**src/rtl/byte_arbiter.sv**
```systemverilog
// Round-robin arbiter sharing one byte-masked memory port between REQS requesters.
// Grant is combinational; a stalled access locks its owner until the memory releases hold.
module byte_arbiter #(
   parameter int REQS      = 2,
   parameter int DATA_BYTE = 4,
   parameter int ADDR_SIZE = 32
) (
   input  logic                          clk_i,
   input  logic                          rst_i,
   input  logic [REQS-1:0]               reqEnable_i,
   input  logic [REQS-1:0]               reqIsWrite_i,
   input  logic [REQS*DATA_BYTE-1:0]     reqWriteMask_i,
   input  logic [REQS*ADDR_SIZE-1:0]     reqAddr_i,
   input  logic [REQS*DATA_BYTE*8-1:0]   reqWriteData_i,
   output logic [REQS*DATA_BYTE*8-1:0]   reqReadData_o,
   output logic [REQS-1:0]               reqHold_o,
   output logic                          memEnable_o,
   output logic                          memIsWrite_o,
   output logic [DATA_BYTE-1:0]          memWriteMask_o,
   output logic [ADDR_SIZE-1:0]          memAddr_o,
   output logic [DATA_BYTE*8-1:0]        memWriteData_o,
   input  logic [DATA_BYTE*8-1:0]        memReadData_i,
   input  logic                          memHold_i
);

   localparam int PW = (REQS > 1) ? $clog2(REQS) : 1;
   localparam int DW = DATA_BYTE * 8;

   logic [PW-1:0] rr_ptr;
   logic          lock_valid;
   logic [PW-1:0] lock_owner;
   logic          rd_valid;
   logic [PW-1:0] rd_owner;

   logic [PW-1:0] owner;
   logic [PW-1:0] cand;
   logic          granted;
   logic          done;

   // Search downward so the candidate closest to rr_ptr is the last (winning) assignment.
   always_comb begin
      owner   = rr_ptr;
      granted = 1'b0;
      cand    = '0;
      if (lock_valid) begin
         owner   = lock_owner;
         granted = 1'b1;
      end else begin
         for (int k = REQS - 1; k >= 0; k--) begin
            cand = PW'((int'(rr_ptr) + k) % REQS);
            if (reqEnable_i[cand]) begin
               owner   = cand;
               granted = 1'b1;
            end
         end
      end
   end

   assign done = granted & ~memHold_i;

   always_comb begin
      memEnable_o    = granted & rst_i;
      memIsWrite_o   = reqIsWrite_i[owner];
      memWriteMask_o = reqWriteMask_i[owner*DATA_BYTE +: DATA_BYTE];
      memAddr_o      = reqAddr_i[owner*ADDR_SIZE +: ADDR_SIZE];
      memWriteData_o = reqWriteData_i[owner*DW +: DW];
   end

   // Waiting requesters see their own enable as hold; idle ones see 0.
   always_comb begin
      reqHold_o = reqEnable_i;
      if (granted) reqHold_o[owner] = memHold_i;
      if (!rst_i) reqHold_o = '1;
   end

   always_comb begin
      reqReadData_o = '0;
      if (rst_i && rd_valid) reqReadData_o[rd_owner*DW +: DW] = memReadData_i;
   end

   always_ff @(posedge clk_i or negedge rst_i) begin
      if (!rst_i) begin
         rr_ptr     <= '0;
         lock_valid <= 1'b0;
         lock_owner <= '0;
         rd_valid   <= 1'b0;
         rd_owner   <= '0;
      end else begin
         lock_valid <= granted & memHold_i;
         lock_owner <= owner;
         if (done) begin
            rr_ptr <= (owner == PW'(REQS - 1)) ? '0 : owner + PW'(1);
         end
         rd_valid <= done & ~reqIsWrite_i[owner];
         rd_owner <= owner;
      end
   end

endmodule

```
**config.mk**
```make
export PLATFORM = sky130hd
export DESIGN_NAME = byte_arbiter
export DESIGN_NICKNAME = d
export VERILOG_FILES = /design/src/rtl/byte_arbiter.sv
export SDC_FILE = /design/constraint.sdc
export NUM_CORES = 1
export LEC_CHECK = 0
export ABC_AREA = 1
export CORE_AREA = 2 2 122 124
export DETAILED_ROUTE_END_ITERATION = 12
export DIE_AREA = 0 0 124 126
export HOLD_SLACK_MARGIN = 0.08
export PLACE_DENSITY = 0.52
export SLEW_MARGIN = 20
export SYNTH_ARGS = -nofsm -noshare
export SYNTH_HDL_FRONTEND = slang
export SYNTH_SLANG_ARGS = --single-unit
```
**constraint.sdc**
```tcl
create_clock -name clk_i -period 2 [get_ports clk_i]
set_input_delay 0.4 -clock clk_i [delete_from_list [all_inputs] [get_ports clk_i]]
set_output_delay 0.4 -clock clk_i [all_outputs]
set_load 0.1 [all_outputs]
```
# Yosys cells after proc, flatten, opt, wreduce, memory -nomap -nowiden
# Cells that the tools add are included.
# totals
regBits	4
inputBits	175
output_inout_bits	136
wordCells	44
# op_classes
addsub	3
order_cmp	4
n_shift	5
n_mux	19
n_bitwise	7
reduce_logical	2
# op_table
operator	n
$shiftx 64x7->32	2
$and 64x64->64	1
$mux 64	1
$shift 32x34->64 const A	1
$shiftx 32x34->64	1
$neg 6->34	1
$mux 1	14
$shiftx 8x4->4	1
$lt 1x2->1 const B	3
$and 1x1->1	4
$mux 2	2
$add 1x1->1 const B	2
$bwmux 2	1
$logic_and 1x1->1	2
$not 1->1	2
$demux 1 s1	1
$ge 1x1->1 const B	1

# Logic depth before layout (Yosys ltp)
# Gate-level depths: netlist (run 1).
# depth
ltp_word	13
depth_mapped	9
depth_no_buf	8

# Least setup slack after synthesis (run 1)
# Ideal clock, no wire load.
# synth_path
kind	reg-to-output
start	register rd_owner
end	output reqReadData_o[10]
arrival_ps	2079
required_time_ps	1600
setup_slack_ps	-479
stages_incl_launch_ff	4
n_path_buf	1
cell_sequence	dfrtp_1 -> nand3b_1 -> clkbuf_1 -> nor2_1
# synth_via
elab_chain_len	4
elab_cells_between_ends	5
cone_classes	1 x add/sub; 2 x shift; 1 x mux; 1 x bitwise
# synth_rtl
item	line_no	rtl
start: declaration	33	logic [PW-1:0] rd_owner;
start signal: assignment	95	rd_owner <= owner;
$neg 6->34 *	78	if (rst_i && rd_valid) reqReadData_o[rd_owner*DW +: DW] = memReadData_i;
$shiftx 32x34->64 or $shift 32x34->64 (tied branches)	78	
$and 64x64->64 (no source line) *	n/a	
$mux 64 *	78	
end: declaration	15	output logic [REQS*DATA_BYTE*8-1:0] reqReadData_o,
# Mark *: on every way between the ends. The rest lies on a longest branch, timed or not.

# Worst setup path in the final report (run 1)
# layout_path
start	input reqEnable_i[1]
end	output memAddr_o[24]
# layout_via
elab_chain_len	6
elab_cells_between_ends	8
cone_classes	1 x shift; 7 x mux
# layout_rtl
item	line_no	rtl
start: declaration	10	input logic [REQS-1:0] reqEnable_i,
$mux 1 (implied by the code) (2 in a row)	51	if (reqEnable_i[cand]) begin
$mux 1	51	
$mux 1 *	51	
$mux 1 *	45	if (lock_valid) begin
$shiftx 64x7->32 *	65	memAddr_o = reqAddr_i[owner*ADDR_SIZE +: ADDR_SIZE];
end: declaration	20	output logic [ADDR_SIZE-1:0] memAddr_o,
# Mark *: on every way between the ends. The rest lies on a longest branch, timed or not. The select of a mux whose other input is x is not followed.

==> results of run 1 <==
## layout by cell type (no fill, tap or decap), types with 2 or more instances in the layout
cell type                           n
sky130_fd_sc_hd__buf_12           147
sky130_fd_sc_hd__buf_16             5
sky130_fd_sc_hd__buf_4              7
sky130_fd_sc_hd__buf_6              2
sky130_fd_sc_hd__buf_8              3
sky130_fd_sc_hd__clkbuf_16          9
sky130_fd_sc_hd__clkdlybuf4s50_1  171
sky130_fd_sc_hd__dfrtp_1            4
sky130_fd_sc_hd__dlygate4sd2_1      2
sky130_fd_sc_hd__inv_1             38
sky130_fd_sc_hd__nand2_1           50
sky130_fd_sc_hd__nand2_2           91
sky130_fd_sc_hd__nand2_4           12
sky130_fd_sc_hd__nand3_1           47
sky130_fd_sc_hd__nand3_2           23
sky130_fd_sc_hd__nand3_4            3
sky130_fd_sc_hd__nor2_1            33
sky130_fd_sc_hd__nor2_2             7
sky130_fd_sc_hd__nor2_4            29
## state kept, by name, summed over array words and instances (netlist names)
signal and flops:
rr_ptr 1, lock_valid 1, rd_valid 1, rd_owner 1
## critical path: cells and delay by family
family | cells | cell delay [ns]
buffers and inverters | 5 | 0.82
and+or+nand+nor | 5 | 0.47
## report_power, final
group / leakage, nW / total, mW / internal, mW / switching, mW
Combinational: 3.33 / 4.81 / 1.85 / 2.96
Clock: 0.0370 / 0.316 / 0.256 / 0.0602
Sequential: 0.0491 / 0.104 / 0.0918 / 0.0119
Total: 3.42 / 5.23 / 2.20 / 3.03
## area by class of cell
| cell class | instances | area [um^2] |
|---|---|---|
| Clock buffer | 3 | 75.07 |
| Antenna cell | 1 | 2.502 |
| Tap cell | 184 | 230.2 |
| Multi-Input combinational cell | 297 | 1917 |
| Sequential cell | 4 | 100.1 |
| Fill cell | 1296 | 6724 |
| Inverter | 38 | 142.6 |
| Timing Repair Buffer | 345 | 5122 |
## logic make-up after synthesis
| group | synth area share, % |
|---|---|
| and+or+nand+nor | 75.84 |
| buffers and inverters | 17.59 |
| DFF | 6.255 |
| AOI/OAI and AO/OA | 0.3124 |
## worst paths after layout
path	end	depth (start not counted)	slack, ns	from
worst max-delay path	memAddr_o[24]	10	-0.10	reqEnable_i[1]
worst min-delay path	rd_valid	2	0.30	rst_i
worst max register to register	rd_valid	11	0.27	lock_valid
worst min register to register	rr_ptr	2	0.57	rr_ptr
max in group asynchronous	rd_owner	2	1.59	rst_i
min in group clk_i	rr_ptr	2	0.57	rr_ptr
## per-stage QoR
step | total power, mW | hold WS [ns] | area (um^2)
global placement | 4.452 | 0.5485 | 6691
global route | 5.402 | 0.3076 | 7590
finish | 5.231 | 0.2952 | 7590
floorplan | 2.697 | 0.1044 | 1984
CTS | 5.101 | 0.2992 | 7219
detailed placement | 4.471 | 0.5465 | 6691
## routing by layer
metal / track usage [%] / wire (um) / share of wire, %
met5: 0 / 0 / 0
met4: 2.710 / 151 / 1.1
met3: 5.344 / 1489 / 11
met2: 31.90 / 7542 / 54
met1: 16.94 / 4757 / 34
## cell usage after synthesis (all sizes together)
cell type,number
nor2,69
o21ai,1
buf,12
dfrtp,4
inv,38
nand3b,1
nand2,153
clkbuf,16
nand3,73
## repair_timing
| action | CTS | global route |
|---|---|---|
| setup buffers | 9 | 3 |
| endpoints found under the hold margin | 0 | 0 |
| gates cloned | 7 | 6 |
| pin swaps | 12 | 74 |
| gates resized for setup | 58 | 52 |
| setup endpoints to repair | 135 | 71 |
==> results.txt, run 1 <==
Worst max-slew margin expressed relative to the limit: 74.78%
Post-route minimum period: 2.105 ns
Count of final hold-check violations: 0
Port-buffer cells: 310
Root Driver: sky130_fd_sc_hd__clkbuf_16
Detailed-route DRC error count: 0
DIE AREA: 15620 um^2
Post-detailed-route wirelength per cell: 15.99 um
Number of global-route vias before repair: 3759
Peak clock frequency supported by timing: 475.1 MHz
Post-synthesis instance area: 1600 um^2
Worst setup slack after layout: -0.1047 ns
Critical path fanouts, max: 8
Total of max-cap violations: 0
IR drop worst, VDD: 0.4463 mV
Non-Filler Instances: 872
Violations in the final reports: setup timing
Status: complete, but fails checks
Leading area contributor after synthesis: sky130_fd_sc_hd__nand2_1
Max stage delay cell, worst path: sky130_fd_sc_hd__clkdlybuf4s15_1
Crit path largest cell delay: 0.22 ns
Critical Path Sink Type: output pin
DIE WIDTH: 124 um
Number of antenna violations at the first check in global routing: 1
Vias after detailed routing: 3615
First-pass GRT wire length: 20060 um
Sinks on Clock Net: 4
GP Congestion: 0.8562
Ratio of cells with drive above 1 in the final layout: 49.34%
Cells traversed along the worst timing path: clkdlybuf4s15_1 -> nor2_2 -> nor2_2 -> nand2_2 -> buf_6 -> buf_12 -> buf_16 -> nand3_1 -> nand2_2 -> buf_12
Final critical-path share of the clock period: 105.2%
Standby leakage power: 3.416 nW
Leading cell types by total area after synthesis: sky130_fd_sc_hd__nand2_1, sky130_fd_sc_hd__nand3_1, sky130_fd_sc_hd__nor2_1
Clock transition at the register clock pins on the worst setup and hold paths after CTS: 0.03 ns
Via-to-Cell Ratio: 4.146
Setup Slack @ Placement: -0.3082 ns
DP Cell Count: 845
Distinct cell type count of the synthesized netlist: 14
Detailed placement HPWL: 10090 um
Top Ports: 311
Number of hold buffers added after CTS: 0
Nets: 864
Placeable core region: 14310 um^2
Clock buffer count from CTS: 3
Final standard cell utilization of the core: 53.02%
Post-synth net total: 542
Gate Count Post-Synth: 367
Critical Path RT: 1.60 ns
Syn avg cell area: 4.360 um^2
Final worst clock skew: 0.0004369 ns
Clock latency at the later pin of the worst-skew pair: 0.23 ns
Yosys warning count: 0
Worst Path Class, Setup: in2out
Maximum root-to-sink buffer count: 2
Fin Setup TNS: -3.540 ns
Final Routed Wirelength: 13940 um
Global-route usage over all layers: 16.39%
Worst-margin pin slew: 0.3782 ns
Worst setup SP type: input pin
Post-detailed-route count of antenna-violating nets: 0
Yosys top cell area share: 35.42%
Area growth syn-to-layout: 374.3%
Iteration-0 DRC count of the detailed router: 100
Final setup violation count: 64
Core Rows: 44
Data arrival time of the critical path: 1.70 ns
Initial standard-cell utilization of the core: 11.18%
Unrepaired setup endpoints after global routing: yes
Detailed-router iteration count before antenna repair: 4
Register area share after synthesis: 6.255%
Count of H-tree levels built during CTS: 1
Global-route congestion overflow total: 0
Final slew viol count: 0
Hold Path Class: in2async
Floorplan die height: 126 um
Synthesis-stage register bit count: 4
CTS tree: yes
Power density relative to cell area: 689.3 nW/um^2
Pin count of the biggest net entering global routing: 38
Note: power is estimated with default switching activity, not from simulation.
==> inputs of run 2 (changes only) <==
--- a/config.mk
+++ b/config.mk
@@ -6,11 +6,12 @@
 export NUM_CORES = 1
 export LEC_CHECK = 0
 export ABC_AREA = 1
-export CORE_AREA = 2 2 122 124
+export CORE_AREA = 2 2 121 123
 export DETAILED_ROUTE_END_ITERATION = 12
-export DIE_AREA = 0 0 124 126
+export DIE_AREA = 0 0 123 125
+export DONT_BUFFER_PORTS = 1
 export HOLD_SLACK_MARGIN = 0.08
-export PLACE_DENSITY = 0.52
+export PLACE_DENSITY = 0.3
 export SLEW_MARGIN = 20
 export SYNTH_ARGS = -nofsm -noshare
 export SYNTH_HDL_FRONTEND = slang
==> results.txt, run 2 (synthesis gave the netlist of run 1 again) <==
Root Driver: sky130_fd_sc_hd__clkbuf_16
Critical Path RT: 1.60 ns
CTS tree: yes
Vias after detailed routing: 2858
Number of antenna violations at the first check in global routing: 0
Setup Slack @ Placement: 0.1828 ns
Initial standard-cell utilization of the core: 11.27%
Critical Path Sink Type: output pin
DP Cell Count: 668
Min-Delay Startpoint: memHold_i
Commonest non-fill, non-tap cell in the layout: sky130_fd_sc_hd__buf_12
Sinks on Clock Net: 4
Placeable core region: 14200 um^2
Detailed placement HPWL: 8332 um
Ratio of cells with drive above 1 in the final layout: 58.66%
DIE WIDTH: 123 um
Final slew viol count: 0
Worst R2R Path Depth: 7
Post-detailed-route count of antenna-violating nets: 0
Final worst clock skew: 0.001861 ns
Worst Path Class, Setup: reg2out
Post-detailed-route wirelength per cell: 14.78 um
First-pass GRT wire length: 14470 um
Data arrival time of the critical path: 1.57 ns
Port-buffer cells: 0
Worst hold path endpoint: lock_valid
Number of global-route vias before repair: 2853
Worst max-slew margin expressed relative to the limit: 74.26%
Pin count of the biggest net entering global routing: 39
Unrepaired setup endpoints after global routing: yes
Post-route minimum period: 1.972 ns
Area growth syn-to-layout: 225.0%
Power density relative to cell area: 859.7 nW/um^2
Source of the worst register-to-register timing path: rr_ptr
Total design power: 4.471 mW
Nets: 668
Iteration-0 DRC count of the detailed router: 135
Worst-case register-to-register setup slack: 0.65 ns
Detailed-route DRC error count: 0
Core Rows: 44
Worst setup slack after layout: 0.02759 ns
Global-route congestion overflow total: 0
Worst-margin pin slew: 0.3860 ns
Final setup violation count: 0
Clock buffer count from CTS: 3
Final critical-path share of the clock period: 98.62%
Worst hold path stage count: 2
Count of H-tree levels built during CTS: 1
DIE AREA: 15380 um^2
Detailed-router iteration count before antenna repair: 4
Total of max-cap violations: 0
GP Congestion: 0.8209
Top Ports: 311
Maximum root-to-sink buffer count: 2
Floorplan die height: 125 um
Critical path fanouts, max: 18
RR Endpoint: rr_ptr
Count of final hold-check violations: 0
Most frequent cells in the layout: sky130_fd_sc_hd__buf_12, sky130_fd_sc_hd__nand2_1, sky130_fd_sc_hd__nand3_1
Clock transition at the register clock pins on the worst setup and hold paths after CTS: 0.03 ns
Peak clock frequency supported by timing: 507.0 MHz
Hold Path Class: in2reg
Via-to-Cell Ratio: 4.234
N_diodes: 0
Status: complete, no violations
Worst setup SP type: flop
Global-route usage over all layers: 11.79%
IR drop worst, VDD: 0.4854 mV
Final Routed Wirelength: 9976 um
Non-Filler Instances: 675
Clock latency at the later pin of the worst-skew pair: 0.22 ns
Standby leakage power: 2.381 nW
## run 2: cell count changes in the layout (fill, tap and decap cells not counted), moves of 11 or more
| cell | change |
|---|---|
| sky130_fd_sc_hd__nor2_1 | -31 |
| sky130_fd_sc_hd__clkdlybuf4s50_1 | -171 |
| sky130_fd_sc_hd__nor2_2 | +31 |
| sky130_fd_sc_hd__nand2_1 | +36 |
| sky130_fd_sc_hd__nand3_1 | +23 |
| sky130_fd_sc_hd__nand3_2 | -20 |
| sky130_fd_sc_hd__nand2_2 | -26 |
| sky130_fd_sc_hd__nand2_4 | -11 |
## run 2: stage by stage
stage	TNS (ns)	instance area, um^2	util [%]	hold slack (ns)
floorplan	-12.87	1984	-	0.1044
global placement	0	5012	35.29	0.1054
detailed placement	0	5012	35.29	0.1054
CTS	-0.03275	5106	35.95	0.3969
global route	-0.9735	5201	36.62	0.4177
finish	0	5201	36.62	0.3935
## run 2: worst max-delay path by stage
stage,from,end,cells after the start
3_5_place_dp,reqEnable_i[1],reqHold_o[0],9
4_1_cts,rr_ptr,reqHold_o[0],9
5_1_grt,rr_ptr,reqHold_o[1],10
6_report,rr_ptr,reqHold_o[1],10
2_1_floorplan,rst_i,reqReadData_o[33],3
3_3_place_gp,reqEnable_i[1],reqHold_o[1],10
## run 2: area by class of cell
| type | count | area (um^2) |
|---|---|---|
| fillers | 1404 | 9002 |
| repair buffers | 149 | 2928 |
| multi-input cells | 297 | 1725 |
| well taps | 184 | 230.2 |
| inverters | 38 | 142.6 |
| flip-flops and latches | 4 | 100.1 |
| clock buffers | 3 | 75.07 |
## run 2: what timing repair did
item | 4_1_cts | 5_1_grt
buffers inserted | 0 | 1
endpoints found under the hold margin | 4 | 0
setup endpoints to repair | 6 | 75
hold buffers | 1 | 0
gates resized for setup | 2 | 9
pin swaps | 1 | 2
gates cloned | 0 | 2
## run 2: per-layer routing
layer	track usage, %	part of all wire, %	vias to the layer above
met3	3.695	11	10
met4	3.543	1.8	0
met2	21.97	53	198
met1	12.43	34	1279
li1	-	-	1371
met5	0	0	-
## run 2: report_power, final
part / internal [mW] / switching, mW
Sequential: 0.0918 / 0.0103
Combinational: 1.31 / 2.75
Clock: 0.255 / 0.0564
Total: 1.66 / 2.81
## run 2: critical path, cell delays in order, from the launching register on
cell,delay [ns]
sky130_fd_sc_hd__dfrtp_1,0.37
sky130_fd_sc_hd__nor2_2,0.05
sky130_fd_sc_hd__nor2_2,0.15
sky130_fd_sc_hd__nand2_4,0.12
sky130_fd_sc_hd__nand2_8,0.11
sky130_fd_sc_hd__buf_12,0.15
sky130_fd_sc_hd__nand2_2,0.04
sky130_fd_sc_hd__nand2_1,0.05
sky130_fd_sc_hd__nand2_1,0.06
sky130_fd_sc_hd__nand2_2,0.07
sky130_fd_sc_hd__buf_12,0.17
==> inputs of run 3 (changes only) <==
--- a/config.mk
+++ b/config.mk
@@ -6,12 +6,11 @@
 export NUM_CORES = 1
 export LEC_CHECK = 0
 export ABC_AREA = 1
-export CORE_AREA = 2 2 121 123
+export CORE_AREA = 2 2 119 121
 export DETAILED_ROUTE_END_ITERATION = 12
-export DIE_AREA = 0 0 123 125
-export DONT_BUFFER_PORTS = 1
+export DIE_AREA = 0 0 121 123
 export HOLD_SLACK_MARGIN = 0.08
-export PLACE_DENSITY = 0.3
+export PLACE_DENSITY = 0.57
 export SLEW_MARGIN = 20
 export SYNTH_ARGS = -nofsm -noshare
 export SYNTH_HDL_FRONTEND = slang
==> constraint.sdc (replaced) <==
create_clock -name clk_i -period 1.7 [get_ports clk_i]
set_input_delay 0.34 -clock clk_i [delete_from_list [all_inputs] [get_ports clk_i]]
set_output_delay 0.34 -clock clk_i [all_outputs]
set_load 0.1 [all_outputs]
==> results.txt, run 3 (synthesis gave the netlist of run 1 again) <==
Worst-margin pin slew: 0.2158 ns
Count of H-tree levels built during CTS: 1
Placeable core region: 13610 um^2
Source of the worst register-to-register timing path: lock_valid
Number of global-route vias before repair: 4148
Count of final hold-check violations: 0
Total design power: 6.697 mW
Iteration-0 DRC count of the detailed router: 87
Clock buffer count from CTS: 3
Standby leakage power: 3.875 nW
N_diodes: 0
Top Ports: 311
Post-detailed-route wirelength per cell: 17.33 um
Worst setup slack after layout: -0.3432 ns
CTS tree: yes
Area growth syn-to-layout: 454.7%
Core Rows: 43
Nets: 887
Worst Path Class, Setup: reg2out
Root Driver: sky130_fd_sc_hd__clkbuf_16
Global-route congestion overflow total: 0
Vias after detailed routing: 3823
Clock latency at the later pin of the worst-skew pair: 0.22 ns
Commonest non-fill, non-tap cell in the layout: sky130_fd_sc_hd__clkdlybuf4s50_1
Detailed-router iteration count before antenna repair: 4
Final setup violation count: 127
Pin count of the biggest net entering global routing: 23
Final slew viol count: 0
Number of hold buffers added after CTS: 0
IR drop worst, VDD: 0.5309 mV
Violations in the final reports: setup timing
Floorplan die height: 123 um
First-pass GRT wire length: 21930 um
Final worst clock skew: 0.001588 ns
Hold Path Class: in2async
Total of max-cap violations: 0
Critical Path Sink Type: output pin
Peak clock frequency supported by timing: 489.4 MHz
Maximum root-to-sink buffer count: 2
Post-detailed-route count of antenna-violating nets: 0
Clock transition at the register clock pins on the worst setup and hold paths after CTS: 0.03 ns
Final Routed Wirelength: 15420 um
Number of antenna violations at the first check in global routing: 0
GP Congestion: 0.7863
Status: complete, but fails checks
DIE AREA: 14880 um^2
Worst-case register-to-register setup slack: 0.08 ns
Ratio of cells with drive above 1 in the final layout: 61.41%
Most frequent cells in the layout: sky130_fd_sc_hd__clkdlybuf4s50_1, sky130_fd_sc_hd__buf_12, sky130_fd_sc_hd__nand2_4
Via-to-Cell Ratio: 4.296
Worst setup SP type: flop
Initial standard-cell utilization of the core: 11.76%
Final critical-path share of the clock period: 120.2%
Detailed-route DRC error count: 0
Power density relative to cell area: 754.5 nW/um^2
Post-route minimum period: 2.043 ns
Unrepaired setup endpoints after global routing: yes
Critical Path RT: 1.36 ns
Sinks on Clock Net: 4
Worst setup path end: memWriteData_o[25]
Critical path fanouts, max: 6
DIE WIDTH: 121 um
Setup Slack @ Placement: -0.4723 ns
Data arrival time of the critical path: 1.70 ns
Detailed placement HPWL: 10940 um
Port-buffer cells: 310
RR Endpoint: rd_valid
Global-route usage over all layers: 18.72%
Worst max-slew margin expressed relative to the limit: 85.60%
Worst R2R Path Depth: 10
Critical Path Source: lock_valid
-- run 3: cell count changes in the layout (fill, tap and decap cells not counted), sizes merged --
cell / change
dlygate4sd2: +3
buf: +44
dlygate4sd3: -1
clkbuf: +2
clkdlybuf4s50: +171
-- run 3: stage by stage --
| step | util [%] | cell area, um^2 | hold slack [ns] | cells | setup TNS, ns |
|---|---|---|---|---|---|
| final | 65.21 | 8876 | 0.2997 | 890 | -25.30 |
| after global routing | 65.21 | 8876 | 0.3022 | 890 | -31.21 |
| after CTS | 62.45 | 8501 | 0.2690 | 885 | -25.06 |
| after detailed placement | 54.12 | 7367 | 0.5514 | 854 | -45.18 |
| after global placement | 54.12 | 7367 | 0.5108 | 854 | -45.28 |
| after floorplan | - | 2501 | 0.04441 | 367 | -11.44 |
-- run 3: worst min path at each step --
stage,slack [ns],end,depth (start not counted)
after floorplan,0.04,lock_valid,0
after global placement,0.51,rr_ptr,2
after detailed placement,0.55,rr_ptr,2
after CTS,0.27,rr_ptr,2
after global routing,0.30,lock_valid,2
final,0.30,lock_valid,2
-- run 3: final cells by class --
| class | instances | area, um^2 |
|---|---|---|
| flip-flops and latches | 4 | 100.1 |
| repair buffers | 368 | 5398 |
| inverters | 38 | 142.6 |
| fillers | 1003 | 4736 |
| multi-input cells | 297 | 2935 |
| well taps | 180 | 225.2 |
| clock buffers | 3 | 75.07 |
-- run 3: worst max-delay path, stage by stage (launching register included) --
cell	delay (ns)
sky130_fd_sc_hd__dfrtp_1	0.41
sky130_fd_sc_hd__nor2_2	0.14
sky130_fd_sc_hd__nand2_2	0.09
sky130_fd_sc_hd__nand2_4	0.10
sky130_fd_sc_hd__buf_12	0.14
sky130_fd_sc_hd__buf_12	0.14
sky130_fd_sc_hd__buf_12	0.15
sky130_fd_sc_hd__nand2_4	0.06
sky130_fd_sc_hd__nand2_4	0.08
sky130_fd_sc_hd__buf_12	0.17
-- run 3: metal layers --
metal / track usage (%) / vias up / wire (um)
li1: - / 1814 / -
met1: 19.58 / 1789 / 5291
met2: 36.59 / 200 / 8538
met3: 4.474 / 20 / 1234
met4: 5.887 / 0 / 358
met5: 0 / - / 0
-- run 3: repair_timing --
action,CTS,global route
endpoints found under the setup margin,136,135
resized for setup,156,63
cloned,12,5
setup buffers,16,5
pin swaps,18,37
-- run 3: power by group --
group	switching, mW	total [mW]	internal [mW]
clock network	0.0660	0.366	0.300
logic	3.80	6.21	2.41
registers	0.0132	0.121	0.108
